==> src/rtl/scan_pkg.sv <==
// Shared state encoding, default sizing and width helpers for panel_scan_sequencer.
// The optional SCAN_DEAD_TIME_EN build adds OE blanking after each latch.
package scan_pkg;

  typedef enum logic [2:0] {
    S_IDLE,
    S_START,
    S_WAIT,
    S_CLK,
    S_WAIT_OE,
    S_LATCH
  } scan_state_t;

  localparam int DEF_PIXEL_WIDTH      = 64;
  localparam int DEF_PIXEL_HALFHEIGHT = 16;
  localparam int DEF_BITPLANES        = 8;
  localparam int DEF_FETCH_CYCLES     = 3;
  localparam int DEF_BASE_OE_CYCLES   = 2;
  localparam int DEF_DEAD_TIME        = 2;

  // Index width for a 0..n-1 counter; never narrower than one bit.
  function automatic int idx_width(input int n);
    return (n > 1) ? $clog2(n) : 1;
  endfunction

  // OE counter must hold the longest window, BASE << (planes-1).
  function automatic int oe_cnt_width(input int base, input int planes);
    return $clog2((base << (planes - 1)) + 1);
  endfunction

endpackage

==> src/rtl/bcm_oe_timer.sv <==
// BCM output-enable window timer: loads a window length, counts it down, and
// (with SCAN_DEAD_TIME_EN) holds OE off for DEAD_TIME cycles before counting.
module bcm_oe_timer #(
  parameter int CNT_W     = 3,
  parameter int DEAD_TIME = 2
) (
  input  logic             clk,
  input  logic             rst_n,
  input  logic             load,
  input  logic [CNT_W-1:0] load_val,
  input  logic             blank,
  output logic             oe_n,
  output logic             busy
);

  localparam int DEAD_W = (DEAD_TIME > 0) ? $clog2(DEAD_TIME + 1) : 1;

  logic [CNT_W-1:0]  cnt_q, cnt_d;
  logic [DEAD_W-1:0] dead_q, dead_d;

  always_comb begin
    // NOTE: every comb output gets a default first, so no path can infer a latch.
    cnt_d  = cnt_q;
    dead_d = dead_q;
    if (load) begin
      cnt_d = load_val;
`ifdef SCAN_DEAD_TIME_EN
      dead_d = DEAD_W'(DEAD_TIME);
`else
      dead_d = '0;
`endif
    end else if (dead_q != '0) begin
      // Window count is frozen while blanking so the full length is shown.
      dead_d = dead_q - DEAD_W'(1);
    end else if (cnt_q != '0) begin
      cnt_d = cnt_q - CNT_W'(1);
    end
  end

  always_ff @(posedge clk or negedge rst_n) begin
    // NOTE: non-blocking here so all flops update from pre-edge values together.
    if (!rst_n) begin
      cnt_q  <= '0;
      dead_q <= '0;
    end else begin
      cnt_q  <= cnt_d;
      dead_q <= dead_d;
    end
  end

  assign busy = (cnt_q != '0) || (dead_q != '0);
  assign oe_n = blank || (cnt_q == '0) || (dead_q != '0);

endmodule

==> src/rtl/panel_scan_sequencer.sv <==
// HUB75 scan sequencer: fetch addressing, shift clock, row latch and BCM OE timing.
// Define SCAN_DEAD_TIME_EN to blank OE for DEAD_TIME cycles after every latch.
module panel_scan_sequencer
  import scan_pkg::*;
#(
  parameter int PIXEL_WIDTH      = DEF_PIXEL_WIDTH,
  parameter int PIXEL_HALFHEIGHT = DEF_PIXEL_HALFHEIGHT,
  parameter int BITPLANES        = DEF_BITPLANES,
  parameter int FETCH_CYCLES     = DEF_FETCH_CYCLES,
  parameter int BASE_OE_CYCLES   = DEF_BASE_OE_CYCLES,
  parameter int DEAD_TIME        = DEF_DEAD_TIME
) (
  input  logic                                   clk_in,
  input  logic                                   reset_n,
  input  logic                                   enable,
  output logic [idx_width(PIXEL_WIDTH)-1:0]      column_address,
  output logic [idx_width(PIXEL_HALFHEIGHT)-1:0] row_address,
  output logic                                   pixel_load_start,
  output logic [idx_width(BITPLANES)-1:0]        bitplane,
  output logic                                   pixel_clock,
  output logic                                   row_latch,
  output logic                                   output_enable_n,
  output logic [idx_width(PIXEL_HALFHEIGHT)-1:0] row_select,
  output logic                                   frame_done
);

  localparam int COL_W  = idx_width(PIXEL_WIDTH);
  localparam int ROW_W  = idx_width(PIXEL_HALFHEIGHT);
  localparam int PLN_W  = idx_width(BITPLANES);
  localparam int WAIT_W = idx_width(FETCH_CYCLES);
  localparam int OE_W   = oe_cnt_width(BASE_OE_CYCLES, BITPLANES);

  scan_state_t       state_q, state_d;
  logic [COL_W-1:0]  col_q, col_d;
  logic [ROW_W-1:0]  row_q, row_d;
  logic [ROW_W-1:0]  rsel_q, rsel_d;
  logic [PLN_W-1:0]  plane_q, plane_d;
  logic [WAIT_W-1:0] wait_q, wait_d;

  logic              last_col, last_row, last_plane;
  logic              oe_load, oe_busy, oe_n;
  logic [OE_W-1:0]   oe_load_val;

  assign last_col    = (col_q == COL_W'(PIXEL_WIDTH - 1));
  assign last_row    = (row_q == ROW_W'(PIXEL_HALFHEIGHT - 1));
  assign last_plane  = (plane_q == PLN_W'(BITPLANES - 1));
  assign oe_load_val = OE_W'(BASE_OE_CYCLES << plane_q);

  always_comb begin
    state_d    = state_q;
    col_d      = col_q;
    row_d      = row_q;
    rsel_d     = rsel_q;
    plane_d    = plane_q;
    wait_d     = wait_q;
    oe_load    = 1'b0;
    frame_done = 1'b0;
    case (state_q)
      S_IDLE: begin
        if (enable) begin
          col_d   = '0;
          state_d = S_START;
        end
      end
      S_START: begin
        wait_d  = WAIT_W'(FETCH_CYCLES - 1);
        state_d = S_WAIT;
      end
      S_WAIT: begin
        if (wait_q == '0) state_d = S_CLK;
        else              wait_d  = wait_q - WAIT_W'(1);
      end
      S_CLK: begin
        if (!last_col) begin
          col_d   = col_q + COL_W'(1);
          state_d = S_START;
        end else if (oe_busy) begin
          state_d = S_WAIT_OE;
        end else begin
          state_d = S_LATCH;
        end
      end
      S_WAIT_OE: begin
        if (!oe_busy) state_d = S_LATCH;
      end
      S_LATCH: begin
        // Display the row just shifted while the fetch side moves on.
        oe_load = 1'b1;
        rsel_d  = row_q;
        col_d   = '0;
        if (last_plane) begin
          plane_d = '0;
          if (last_row) begin
            row_d      = '0;
            frame_done = 1'b1;
          end else begin
            row_d = row_q + ROW_W'(1);
          end
        end else begin
          plane_d = plane_q + PLN_W'(1);
        end
        state_d = enable ? S_START : S_IDLE;
      end
      default: state_d = S_IDLE;
    endcase
  end

  always_ff @(posedge clk_in or negedge reset_n) begin
    if (!reset_n) begin
      state_q <= S_IDLE;
      col_q   <= '0;
      row_q   <= '0;
      rsel_q  <= '0;
      plane_q <= '0;
      wait_q  <= '0;
    end else begin
      state_q <= state_d;
      col_q   <= col_d;
      row_q   <= row_d;
      rsel_q  <= rsel_d;
      plane_q <= plane_d;
      wait_q  <= wait_d;
    end
  end

  bcm_oe_timer #(
    .CNT_W     (OE_W),
    .DEAD_TIME (DEAD_TIME)
  ) u_oe_timer (
    .clk      (clk_in),
    .rst_n    (reset_n),
    .load     (oe_load),
    .load_val (oe_load_val),
    .blank    (state_q == S_LATCH),
    .oe_n     (oe_n),
    .busy     (oe_busy)
  );

  assign column_address   = col_q;
  assign row_address      = row_q;
  assign bitplane         = plane_q;
  assign row_select       = rsel_q;
  assign pixel_load_start = (state_q == S_START);
  assign pixel_clock      = (state_q == S_CLK);
  assign row_latch        = (state_q == S_LATCH);
  assign output_enable_n  = oe_n;

endmodule
==> config.mk <==
export PLATFORM = sky130hd
export DESIGN_NAME = panel_scan_sequencer
export DESIGN_NICKNAME = d
export VERILOG_FILES = /design/src/rtl/scan_pkg.sv /design/src/rtl/bcm_oe_timer.sv /design/src/rtl/panel_scan_sequencer.sv
export SDC_FILE = /design/constraint.sdc
export NUM_CORES = 1
export LEC_CHECK = 0
export ABC_AREA = 1
export CAP_MARGIN = 10
export CORE_UTILIZATION = 44
export CTS_BUF_LIST = sky130_fd_sc_hd__clkbuf_4 sky130_fd_sc_hd__clkbuf_8 sky130_fd_sc_hd__clkbuf_16
export DETAILED_ROUTE_END_ITERATION = 12
export PLACE_DENSITY = 0.76
export SYNTH_ARGS = -nofsm -noshare
export SYNTH_HDL_FRONTEND = slang
export SYNTH_SLANG_ARGS = --single-unit
==> constraint.sdc <==
create_clock -name clk_in -period 2.86 [get_ports clk_in]
set_clock_uncertainty 0.15 [all_clocks]
set_input_delay 0.572 -clock clk_in [delete_from_list [all_inputs] [get_ports clk_in]]
set_output_delay 0.572 -clock clk_in [all_outputs]
set_load 0.03 [all_outputs]
# Yosys cells after proc, flatten, opt, wreduce, memory -nomap -nowiden
# Index checks and enable logic that the tools add are counted.
# totals
wordCells	69
out_inout_bits	22
reg_bits	33
inputBits	3
# classes
n_reduce_logical	17
addsub	6
muxes	23
eq_ne	14
n_shift	1
# ops
op	n
$mux 9	3
$pmux 3 s6	1
$pmux 6 s3	1
$mux 3	5
$mux 6	2
$ne 2x2->1 const B	6
$eq 3x3->1 const B	3
$logic_not 9->1	1
$reduce_bool 9->1	1
$shl 2x3->9 const A	1
$sub 9x1->9 const B	1
$reduce_bool 2->1	4
$add 6x1->6 const B	1
$eq 3x2->1 const B	2
$eq 6x6->1 const B	1
$mux 1	6
$mux 2	3
$reduce_and 2->1	3
$reduce_and 3->1	2
$add 4x1->4 const B	1
$eq 4x4->1 const B	1
$mux 4	1
$pmux 2 s2	1
$sub 2x1->2 const B	2
6 further kinds	8

# Depth between registers and ports, before layout
# Gate-level depths: netlist of the first run.
# depth
word_depth	5
mapped_depth	9
depth_no_buf	9

# Modules after synthesis
# Synthesis of the first run repeated with hierarchy kept, for this count alone.
# unflattened
cells_unflattened	273
hier_area_um2	2070.7
# modules_own_cells
mod	seq_area_each_um2	cells_each	area_per_inst_um2	n_inst
panel_scan_sequencer	550.5	163	1267.5	1
bcm_oe_timer	275.3	110	803.3	1

# Worst setup path before layout of the first run
# OpenSTA, ideal clock, no wires.
# synth_timing
path_kind	register to output
from	register plane_q[1] (netlist: bitplane[1])
to	output frame_done
stages_incl_launch_ff	5
path_buffers	0
required_ps	2138
arrival_time_ps	1488
setup_slack_ps	650
path_cell_list	dfrtp_1 -> ha_1 -> ha_1 -> nand2_2 -> nor2_1
# synth_between
elab_chain_cells	3
# synth_lines
element	line_no	source
start: declaration	panel_scan_sequencer.sv:37	logic [PLN_W-1:0] plane_q, plane_d;
start signal: assignment	panel_scan_sequencer.sv:121	plane_q <= plane_d;
$eq 3x3->1	panel_scan_sequencer.sv:46	assign last_plane = (plane_q == PLN_W'(BITPLANES - 1));
$mux 1	panel_scan_sequencer.sv:91	if (last_plane) begin
$mux 1	panel_scan_sequencer.sv:58	case (state_q)
end: declaration	panel_scan_sequencer.sv:24	output logic frame_done
# No other way between the ends.

# Worst setup path after layout of the first run
# layout_timing
from	register state_q[2]
to	output pixel_clock
# layout_between
elab_chain_cells	1
# layout_lines
element	line_no	source
start: declaration	panel_scan_sequencer.sv:33	scan_state_t state_q, state_d;
start signal: assignment	panel_scan_sequencer.sv:117	state_q <= state_d;
$eq 3x2->1	panel_scan_sequencer.sv:144	assign pixel_clock = (state_q == S_CLK);
end: declaration	panel_scan_sequencer.sv:20	output logic pixel_clock,
# No other way between the ends.

==> results_dict.tcl, run 1 <==
set metrics [dict create \
    initial_utilization_pct 46.6 \
    area_delta_synth_final_pct 21.3 \
    antenna_cells_inserted 0 \
    route.final.wire_length_mm 3.71 \
    worst_setup_path_end_kind "output port" \
    fin_worst_hold_slack_ps 332 \
    fp.dieH_um 67.8 \
    initial_antenna_violation_count 0 \
    synth.cell_area_sq_um 1910 \
    nets 292 \
    synth_common_cells "75 x sky130_fd_sc_hd__nand2_1, 33 x sky130_fd_sc_hd__dfrtp_1, 27 x sky130_fd_sc_hd__inv_1" \
    final-setup-viol-count 0 \
    critPathBufInv 3 \
    detail_route.drc_violations 0 \
    clock_latency_ps 280 \
    globalRouteOverflowTotal 0 \
    worst_pin_slew_ps 421 \
    design.die.area_sq_um 4600 \
    powerDensity_nw_per_um2 557 \
    cp_top_family "buffers and inverters" \
    timing.setup.critical_path_class "flip-flop to output port" \
    post_synth_num_cell_types 29 \
    route.detailed.wl_per_inst_um 11.3 \
    synth_largest_area_cell "sky130_fd_sc_hd__dfrtp_1" \
    crit_path_cell_trace "inv_2 > nand3_2 > inv_2 > clkdlybuf4s50_1" \
    drive_above_1_share_pct 10.8 \
    place.gp.congestion 0.802 \
    synth_top_cell_area_share_pct 43.3 \
    synthFlopType "sky130_fd_sc_hd__dfrtp_1" \
    cts.sink_count 33 \
    synth_nets 261 \
    layout_worst_path_cycle_share_pct 88.3 \
    max_freq_ghz 0.396 \
    synth_enable_flop_cells 0 \
    min_path_type "flip-flop to flip-flop" \
    post_synth_main_area_contributors "sky130_fd_sc_hd__dfrtp_1 43%, sky130_fd_sc_hd__nand2_1 15%, sky130_fd_sc_hd__ha_1 7.2%, sky130_fd_sc_hd__nand3_1 5.8%, sky130_fd_sc_hd__inv_1 5.3%" \
    place_worst_setup_slack_ps 354 \
    multi_input_comb_area_sq_um 930 \
    die_w_um 67.8 \
    floorplan.io_pins 25 \
    fill_cells 382 \
    pin_count_of_the_biggest_net_entering_global_routing 34 \
    syn_avg_cell_area_sq_um 7.71 \
    layout.core_utilization_pct 56.6 \
    timing.critical_path.slowest_stage_cell "sky130_fd_sc_hd__clkdlybuf4s50_1" \
    final_area_sq_um 2310 \
    register_area_sq_um 826 \
    cp_common_cell "sky130_fd_sc_hd__inv_2" \
    tritoncts "done" \
    synth_cells 247 \
    setup_ws_ps 336 \
    startpoint_type "flip-flop" \
    cts_inserted_buffers 5 \
    via_count_of_the_first_global_routing_pass 1448 \
    max_cap_violations 0 \
    count_of_final_hold_check_violations 0 \
    detail_route.first_pass.iterations 4 \
    max_slew_margin_vs_limit_pct 71.7 \
    synth-warning-count 0 \
    status "finished clean" \
    routed_via_density 4.91 \
    finalMaxSlewViolations 0 \
    rows 23 \
    path_clk_slew_ps 70 \
    finalSetupTns_ps 0 \
    grt_util_all_layers_pct 18.0 \
    core_area_sq_um 4090 \
    drt_iter0_markers 72 \
    port_buffers 24 \
    ctsLongestPathBuffers 2 \
    grt_pass1_wl_mm 6.27 \
    critical_path_arrival_ps 1800 \
    placed_cell_area_sq_um 2200 \
    cp_data_required_time_ps 2140 \
    root_driver "sky130_fd_sc_hd__clkbuf_8" \
    place.detailed.hpwl_mm 2.67 \
    postRouteAntennaNets 0 \
    ff2ff_setup_slack_ps 1150 \
    synth.ff_latch_count 33 \
    vdd.ir_drop.worst_uv 302 \
    setup_repair_after_global_routing_missed_its_margin "no" \
    finalCriticalPeriod_ps 2520 \
    placedCellCount 321 \
    cp_slowest_stage_delay_ps 680 \
    vias 1617 \
    leakagePower_nw 1.22 \
    dominant_cell_by_count_in_the_synthesized_netlist "sky130_fd_sc_hd__nand2_1" \
    synth_seq_area_share_pct 43.3 \
    p_total_mw 1.29 \
    critPathMaxFanout 7 \
    htreeDepth 2 \
    synth-async-reset-ratio_pct 100 \
    finalNonFillerCells 329 \
]
==> path summary, 6_finish.rpt <==
path                                             startpoint                               end  cells past startpoint
max in group asynchronous                           reset_n     column_address[1]$_DFFE_PN0P_                      2
hold reg to reg            u_oe_timer.dead_q[0]$_DFFE_PN0P_  u_oe_timer.dead_q[0]$_DFFE_PN0P_                      1
hold / removal             u_oe_timer.dead_q[0]$_DFFE_PN0P_  u_oe_timer.dead_q[0]$_DFFE_PN0P_                      1
setup / recovery                     state_q[2]$_DFFE_PN0P_                       pixel_clock                      4
setup reg to reg                     state_q[1]$_DFFE_PN0P_   u_oe_timer.cnt_q[7]$_DFFE_PN0P_                      8
min in group asynchronous                           reset_n   u_oe_timer.cnt_q[1]$_DFFE_PN0P_                      2
==> state kept, by name (all words and copies together) (netlist names) <==
register	cells
column_address	6
state_q	3
wait_q	2
u_oe_timer.dead_q	2
row_address	4
bitplane	3
u_oe_timer.cnt_q	9
row_select	4
==> what timing repair did <==
item                                    CTS  global route
hold endpoints to repair                  0             0
gates resized for setup                   0             3
endpoints found under the setup margin    0             3
hold buffers                              0             0
setup buffers                             0             0
==> report_power, final <==
part           switching, mW  internal, mW  leakage (nW)  total, mW
registers             0.0415         0.506         0.451      0.547
clock network          0.164         0.217        0.0542      0.381
logic                  0.233         0.128         0.710      0.361
==> area by class of cell <==
type,count,share of cell area [%]
Clock inverter,1,0.216
Clock buffer,7,4.17
Multi-Input combinational cell,179,40.2
Timing Repair Buffer,27,11.7
Inverter,32,5.30
Sequential cell,33,35.7
Tap cell,50,2.71
==> layout by cell type (no fill, tap or decap), drive strengths merged <==
master / netlist / routed
inv: 32 / 32
o21ai: 19 / 19
dfrtp: 33 / 33
ha: 11 / 11
buf: 3 / 3
o22ai: 1 / 1
a21oi: 4 / 4
nand2: 80 / 80
or2: 2 / 2
dlymetal6s2s: 0 / 3
clkdlybuf4s50: 0 / 21
xnor2: 1 / 1
nand3: 24 / 24
clkbuf: 0 / 7
nor2: 26 / 26
xor2: 4 / 4
nor3: 4 / 4
a31oi: 1 / 1
a22o: 1 / 1
clkinv: 0 / 1
a21boi: 1 / 1
==> cells by family after synthesis <==
group / synth area share [%]
AND/OR/NAND/NOR: 31.5
XOR/XNOR: 2.30
adder cells (fa/ha/maj): 7.22
buffers and inverters: 7.88
AO/OA/AOI/OAI: 7.75
flip-flops: 43.3
==> metal layers <==
metal / wire (um) / track usage, %
met1: 1820 / 25.8
met2: 1690 / 26.7
met3: 163 / 3.83
met4: 32 / 6.51
met5: 0 / 0
No activity file was read; power rests on OpenSTA's default activity.
==> inputs of run 2 (changes only) <==
Settings changed: CORE_ASPECT_RATIO set to 1.5, GPL_ROUTABILITY_DRIVEN set to 0.
Clock period 2.86 ns to 3.25 ns, I/O delays scaled along.
==> run 2 against run 1 <==
  * Sequential power fell by 12%
  * Routed wire length fell by 0.22%
  * Worst setup slack got worse by 160 ps
  * Sequential share of layout area rose by 0.61 points
  * Via count fell by 1.5%
  * Global-route usage fell by 0.62 points
  * Utilization fell by 2.1 points
  * Critical endpoint is now frame_done
  * Largest cell class unchanged
==> results_dict.tcl, run 2 (synthesis gave the netlist of run 1 again) <==
set metrics [dict create \
    place_worst_setup_slack_ps 469 \
    htreeDepth 2 \
    crit_path_cell_trace "nor2_2 > nand2_4 > inv_4 > nand2_2 > nor2_1 > clkdlybuf4s50_1" \
    clock_latency_ps 280 \
    rows 29 \
    nets 290 \
    core_area_sq_um 4170 \
    cp_data_required_time_ps 2450 \
    setup_ws_ps 180 \
    place.detailed.hpwl_mm 2.73 \
    finalSetupTns_ps 0 \
    min_path_type "flip-flop to flip-flop" \
    routed_via_density 4.94 \
    highest_count_cells_in_the_layout_ignoring_fill_and_taps "75 x sky130_fd_sc_hd__nand2_1, 33 x sky130_fd_sc_hd__dfrtp_1, 27 x sky130_fd_sc_hd__inv_1" \
    finalMaxSlewViolations 0 \
    postRouteAntennaNets 0 \
    initial_antenna_violation_count 0 \
    max_slew_margin_vs_limit_pct 69.6 \
    worst_setup_path_end_kind "output port" \
    path_clk_slew_ps 70 \
    worst_pin_slew_ps 453 \
    drive_above_1_share_pct 9.78 \
    tritoncts "done" \
    final-setup-viol-count 0 \
    route.final.wire_length_mm 3.70 \
    root_driver "sky130_fd_sc_hd__clkbuf_8" \
    floorplan.io_pins 25 \
    drt_iter0_markers 32 \
    ctsLongestPathBuffers 2 \
    count_of_final_hold_check_violations 0 \
    max_cap_violations 0 \
    antenna_cells_inserted 0 \
    critPathMaxFanout 23 \
    p_total_mw 1.11 \
    cp_top_family "buffers and inverters" \
    setup_repair_after_global_routing_missed_its_margin "no" \
    cts_resized 0 \
    port_buffers 24 \
    fp.dieH_um 82.6 \
    most_common_library_cell_in_the_layout_ignoring_fill_and_taps "sky130_fd_sc_hd__nand2_1" \
    critPathBufInv 2 \
    max_freq_ghz 0.326 \
    cp_slowest_stage_delay_ps 700 \
    design.die.area_sq_um 4600 \
    powerDensity_nw_per_um2 490 \
    via_count_of_the_first_global_routing_pass 1493 \
    timing.setup.critical_path_class "flip-flop to output port" \
    cts_inserted_buffers 5 \
    detail_route.drc_violations 0 \
    route.detailed.wl_per_inst_um 11.5 \
    pin_count_of_the_biggest_net_entering_global_routing 34 \
    top_register "u_oe_timer.cnt_q" \
    cts.sink_count 33 \
    timing.critical_path.slowest_stage_cell "sky130_fd_sc_hd__clkdlybuf4s50_1" \
    detail_route.first_pass.iterations 4 \
    largest_register_ffs 9 \
    status "finished clean" \
    leakagePower_nw 1.16 \
    area_delta_synth_final_pct 19.3 \
    grt_util_all_layers_pct 17.4 \
    die_w_um 55.7 \
    initial_utilization_pct 45.7 \
    post_cts_setup_buffer_count 0 \
    vias 1592 \
    cts_hold_repair.buffers 0 \
    layout_worst_path_cycle_share_pct 94.5 \
    critical_path_arrival_ps 2270 \
    finalCriticalPeriod_ps 3070 \
    startpoint_type "flip-flop" \
    grt_pass1_wl_mm 6.20 \
    fin_worst_hold_slack_ps 330 \
    globalRouteOverflowTotal 0 \
    vdd.ir_drop.worst_uv 385 \
]
-- run 2: worst register-to-register path, cell delays in order (launching register included) --
cell and delay [ps]:
sky130_fd_sc_hd__dfrtp_1 420, sky130_fd_sc_hd__inv_1 70, sky130_fd_sc_hd__ha_1 200, sky130_fd_sc_hd__nand2_1 100
sky130_fd_sc_hd__nor2_2 170, sky130_fd_sc_hd__nand2_2 100, sky130_fd_sc_hd__nand2_1 110, sky130_fd_sc_hd__nand2_2 120
sky130_fd_sc_hd__nand2_1 100, sky130_fd_sc_hd__o21ai_1 60
-- run 2: metal layers --
layer	global-route usage [%]	share of wire [%]
met2	32.0	50
met1	18.8	44
met5	0	0
met4	8.75	2.0
met3	4.05	3.2
-- run 2: metrics by stage --
step	std cells	util [%]	instance area, sq um
5_1_grt	322	54.5	2270
4_1_cts	322	54.5	2270
2_1_floorplan	247	-	1910
3_5_place_dp	315	52.3	2180
3_3_place_gp	315	52.3	2180
6_report	322	54.5	2270
-- run 2: path summary, 6_finish.rpt --
| kind | cells past startpoint | slack (ps) | endpoint | startpoint |
|---|---|---|---|---|
| max in group asynchronous | 2 | 2020 | column_address[1]$_DFFE_PN0P_ | reset_n |
| max reg2reg | 9 | 1540 | u_oe_timer.cnt_q[6]$_DFFE_PN0P_ | u_oe_timer.cnt_q[0]$_DFFE_PN0P_ |
| min | 1 | 330 | u_oe_timer.dead_q[0]$_DFFE_PN0P_ | u_oe_timer.dead_q[0]$_DFFE_PN0P_ |
| min in group asynchronous | 2 | 620 | u_oe_timer.cnt_q[4]$_DFFE_PN0P_ | reset_n |
| max | 6 | 180 | frame_done | state_q[1]$_DFFE_PN0P_ |
| min reg2reg | 1 | 330 | u_oe_timer.dead_q[0]$_DFFE_PN0P_ | u_oe_timer.dead_q[0]$_DFFE_PN0P_ |
-- run 2: power by group --
part           leakage [nW]  internal, mW  switching [mW]
Clock                0.0477         0.176           0.140
Sequential            0.451         0.445          0.0366
Combinational         0.663         0.113           0.204
-- run 2: layout make-up --
cell class / count / area [sq um]
tap: 46 / 57.6
clock buffer: 7 / 90.1
fill: 373 / 1900
multi-input combinational: 179 / 930
inverter: 32 / 123
sequential: 33 / 826
timing repair buffer: 25 / 248
==> inputs of run 3 (changes only) <==
Settings changed: PLACE_DENSITY 0.76 to 0.64.
==> run 3 against run 2 <==
  * Clock-buffer cell count unchanged
  * Largest power group unchanged
  * Non-clock buffer count up 1
  * Total power up 0.25%
==> results_dict.tcl, run 3 (synthesis gave the netlist of run 1 again) <==
set metrics [dict create \
    status "finished clean" \
    pin_count_of_the_biggest_net_entering_global_routing 34 \
    area_delta_synth_final_pct 19.7 \
    drive_above_1_share_pct 10.1 \
    switching_share_pct 34.3 \
    post_cts_setup_buffer_count 0 \
    clock_power_share_pct 28.7 \
    grt_util_all_layers_pct 18.4 \
    leakagePower_nw 1.17 \
    startpoint_type "flip-flop" \
    worst_pin_slew_ps 493 \
    initial_antenna_violation_count 0 \
    cts_inserted_buffers 5 \
    path_clk_slew_ps 70 \
    power.share.sequential_pct 43.1 \
    finalCriticalPeriod_ps 2890 \
    ctsLongestPathBuffers 2 \
    layout_worst_path_cycle_share_pct 89.1 \
    setup_repair_after_global_routing_missed_its_margin "no" \
    route.detailed.wl_per_inst_um 11.5 \
    via_count_of_the_first_global_routing_pass 1518 \
    largest_register_ffs 9 \
    cts.sink_count 33 \
    detail_route.first_pass.iterations 4 \
    top_register "u_oe_timer.cnt_q" \
    routed_via_density 4.89 \
    rows 29 \
    antenna_cells_inserted 0 \
    place_worst_setup_slack_ps 656 \
    route.final.wire_length_mm 3.71 \
    timing.setup.critical_path_class "flip-flop to output port" \
    vias 1580 \
    port_buffers 24 \
    power_frac_comb_pct 28.2 \
    place.detailed.hpwl_mm 2.67 \
    core_area_sq_um 4170 \
    max_freq_ghz 0.346 \
    worst_setup_path_end_kind "output port" \
    cts_resized 0 \
    drt_iter0_markers 27 \
    count_of_final_hold_check_violations 0 \
    most_common_library_cell_in_the_layout_ignoring_fill_and_taps "sky130_fd_sc_hd__nand2_1" \
    grt_pass1_wl_mm 6.51 \
    final_area_sq_um 2280 \
    htreeDepth 2 \
    max_slew_margin_vs_limit_pct 66.9 \
    critPathMaxFanout 18 \
    final-setup-viol-count 0 \
    netSwitchingPower_mw 0.383 \
    finalSetupTns_ps 0 \
    globalRouteOverflowTotal 0 \
    ff2ff_setup_slack_ps 1540 \
    initial_utilization_pct 45.7 \
    root_driver "sky130_fd_sc_hd__clkbuf_8" \
    min_path_type "flip-flop to flip-flop" \
    design.die.area_sq_um 4600 \
    cts_hold_repair.buffers 0 \
    setup_ws_ps 356 \
    register_area_sq_um 826 \
    powerDensity_nw_per_um2 490 \
    internal_power_mw 0.734 \
    highest_count_cells_in_the_layout_ignoring_fill_and_taps "75 x sky130_fd_sc_hd__nand2_1, 33 x sky130_fd_sc_hd__dfrtp_1, 27 x sky130_fd_sc_hd__inv_1" \
    clock_latency_ps 280 \
    cp_data_required_time_ps 2450 \
    multi_input_comb_area_sq_um 930 \
    max_cap_violations 0 \
    tritoncts "done" \
    floorplan.io_pins 25 \
    critical_path_arrival_ps 2090 \
    vdd.ir_drop.worst_uv 401 \
    detail_route.drc_violations 0 \
    fill_cells 398 \
    fp.dieH_um 82.6 \
    finalMaxSlewViolations 0 \
    nets 291 \
    die_w_um 55.7 \
    postRouteAntennaNets 0 \
    placed_cell_area_sq_um 2190 \
]
==> run 3: cell count changes in the layout (fill, tap and decap cells not counted), sizes merged <==
cell / before / now
buf: 1 / 2
==> run 3: through the flow <==
step                hold WS [ps]  instances  power (mW)  util, %
finish                       331        323        1.12     54.7
global route                 360        323        1.19     54.7
CTS                          333        323        1.13     54.7
detailed placement           324        316       0.808     52.5
global placement             318        316       0.806     52.5
floorplan                    204        247       0.710        -
==> run 3: metal layers <==
metal	track usage, %	part of all wire, %	wire length (um)	vias up
met5	0	0	0	-
met4	9.25	1.8	66	0
met3	3.74	2.9	109	6
met2	33.0	50	1840	24
met1	20.9	46	1690	715
li1	-	-	-	835
==> run 3: worst max-delay path: stages (launching register included) <==
cell and delay [ps]:
sky130_fd_sc_hd__dfrtp_1 430, sky130_fd_sc_hd__nor2_2 200, sky130_fd_sc_hd__nand2_4 70, sky130_fd_sc_hd__inv_4 160, sky130_fd_sc_hd__nand2_2 90, sky130_fd_sc_hd__nor2_1 160
sky130_fd_sc_hd__clkdlybuf4s50_1 700
==> run 3: final timing paths <==
path	startpoint	end	depth (start not counted)
min in group asynchronous	reset_n	u_oe_timer.cnt_q[7]$_DFFE_PN0P_	2
max	state_q[1]$_DFFE_PN0P_	frame_done	6
min	wait_q[0]$_DFFE_PN0P_	wait_q[0]$_DFFE_PN0P_	1
max reg2reg	u_oe_timer.cnt_q[0]$_DFFE_PN0P_	u_oe_timer.cnt_q[6]$_DFFE_PN0P_	9
min reg2reg	wait_q[0]$_DFFE_PN0P_	wait_q[0]$_DFFE_PN0P_	1
max in group asynchronous	reset_n	column_address[1]$_DFFE_PN0P_	2
==> run 3: cell type report <==
cell class                 count  area share, %
clock buffer                   7           3.95
inverter                      32           5.38
multi-input combinational    179           40.8
sequential                    33           36.2
tap                           46           2.52
timing repair buffer          26           11.2
==> run 3: power groups by stage <==
| stage | sequential (mW) | clock [mW] | combinational, mW |
|---|---|---|---|
| 3_3_place_gp | 0.488 | 0 | 0.318 |
| 2_1_floorplan | 0.506 | 0 | 0.204 |
| 6_report | 0.481 | 0.321 | 0.315 |
| 3_5_place_dp | 0.489 | 0 | 0.319 |
| 4_1_cts | 0.481 | 0.329 | 0.320 |
| 5_1_grt | 0.486 | 0.348 | 0.358 |
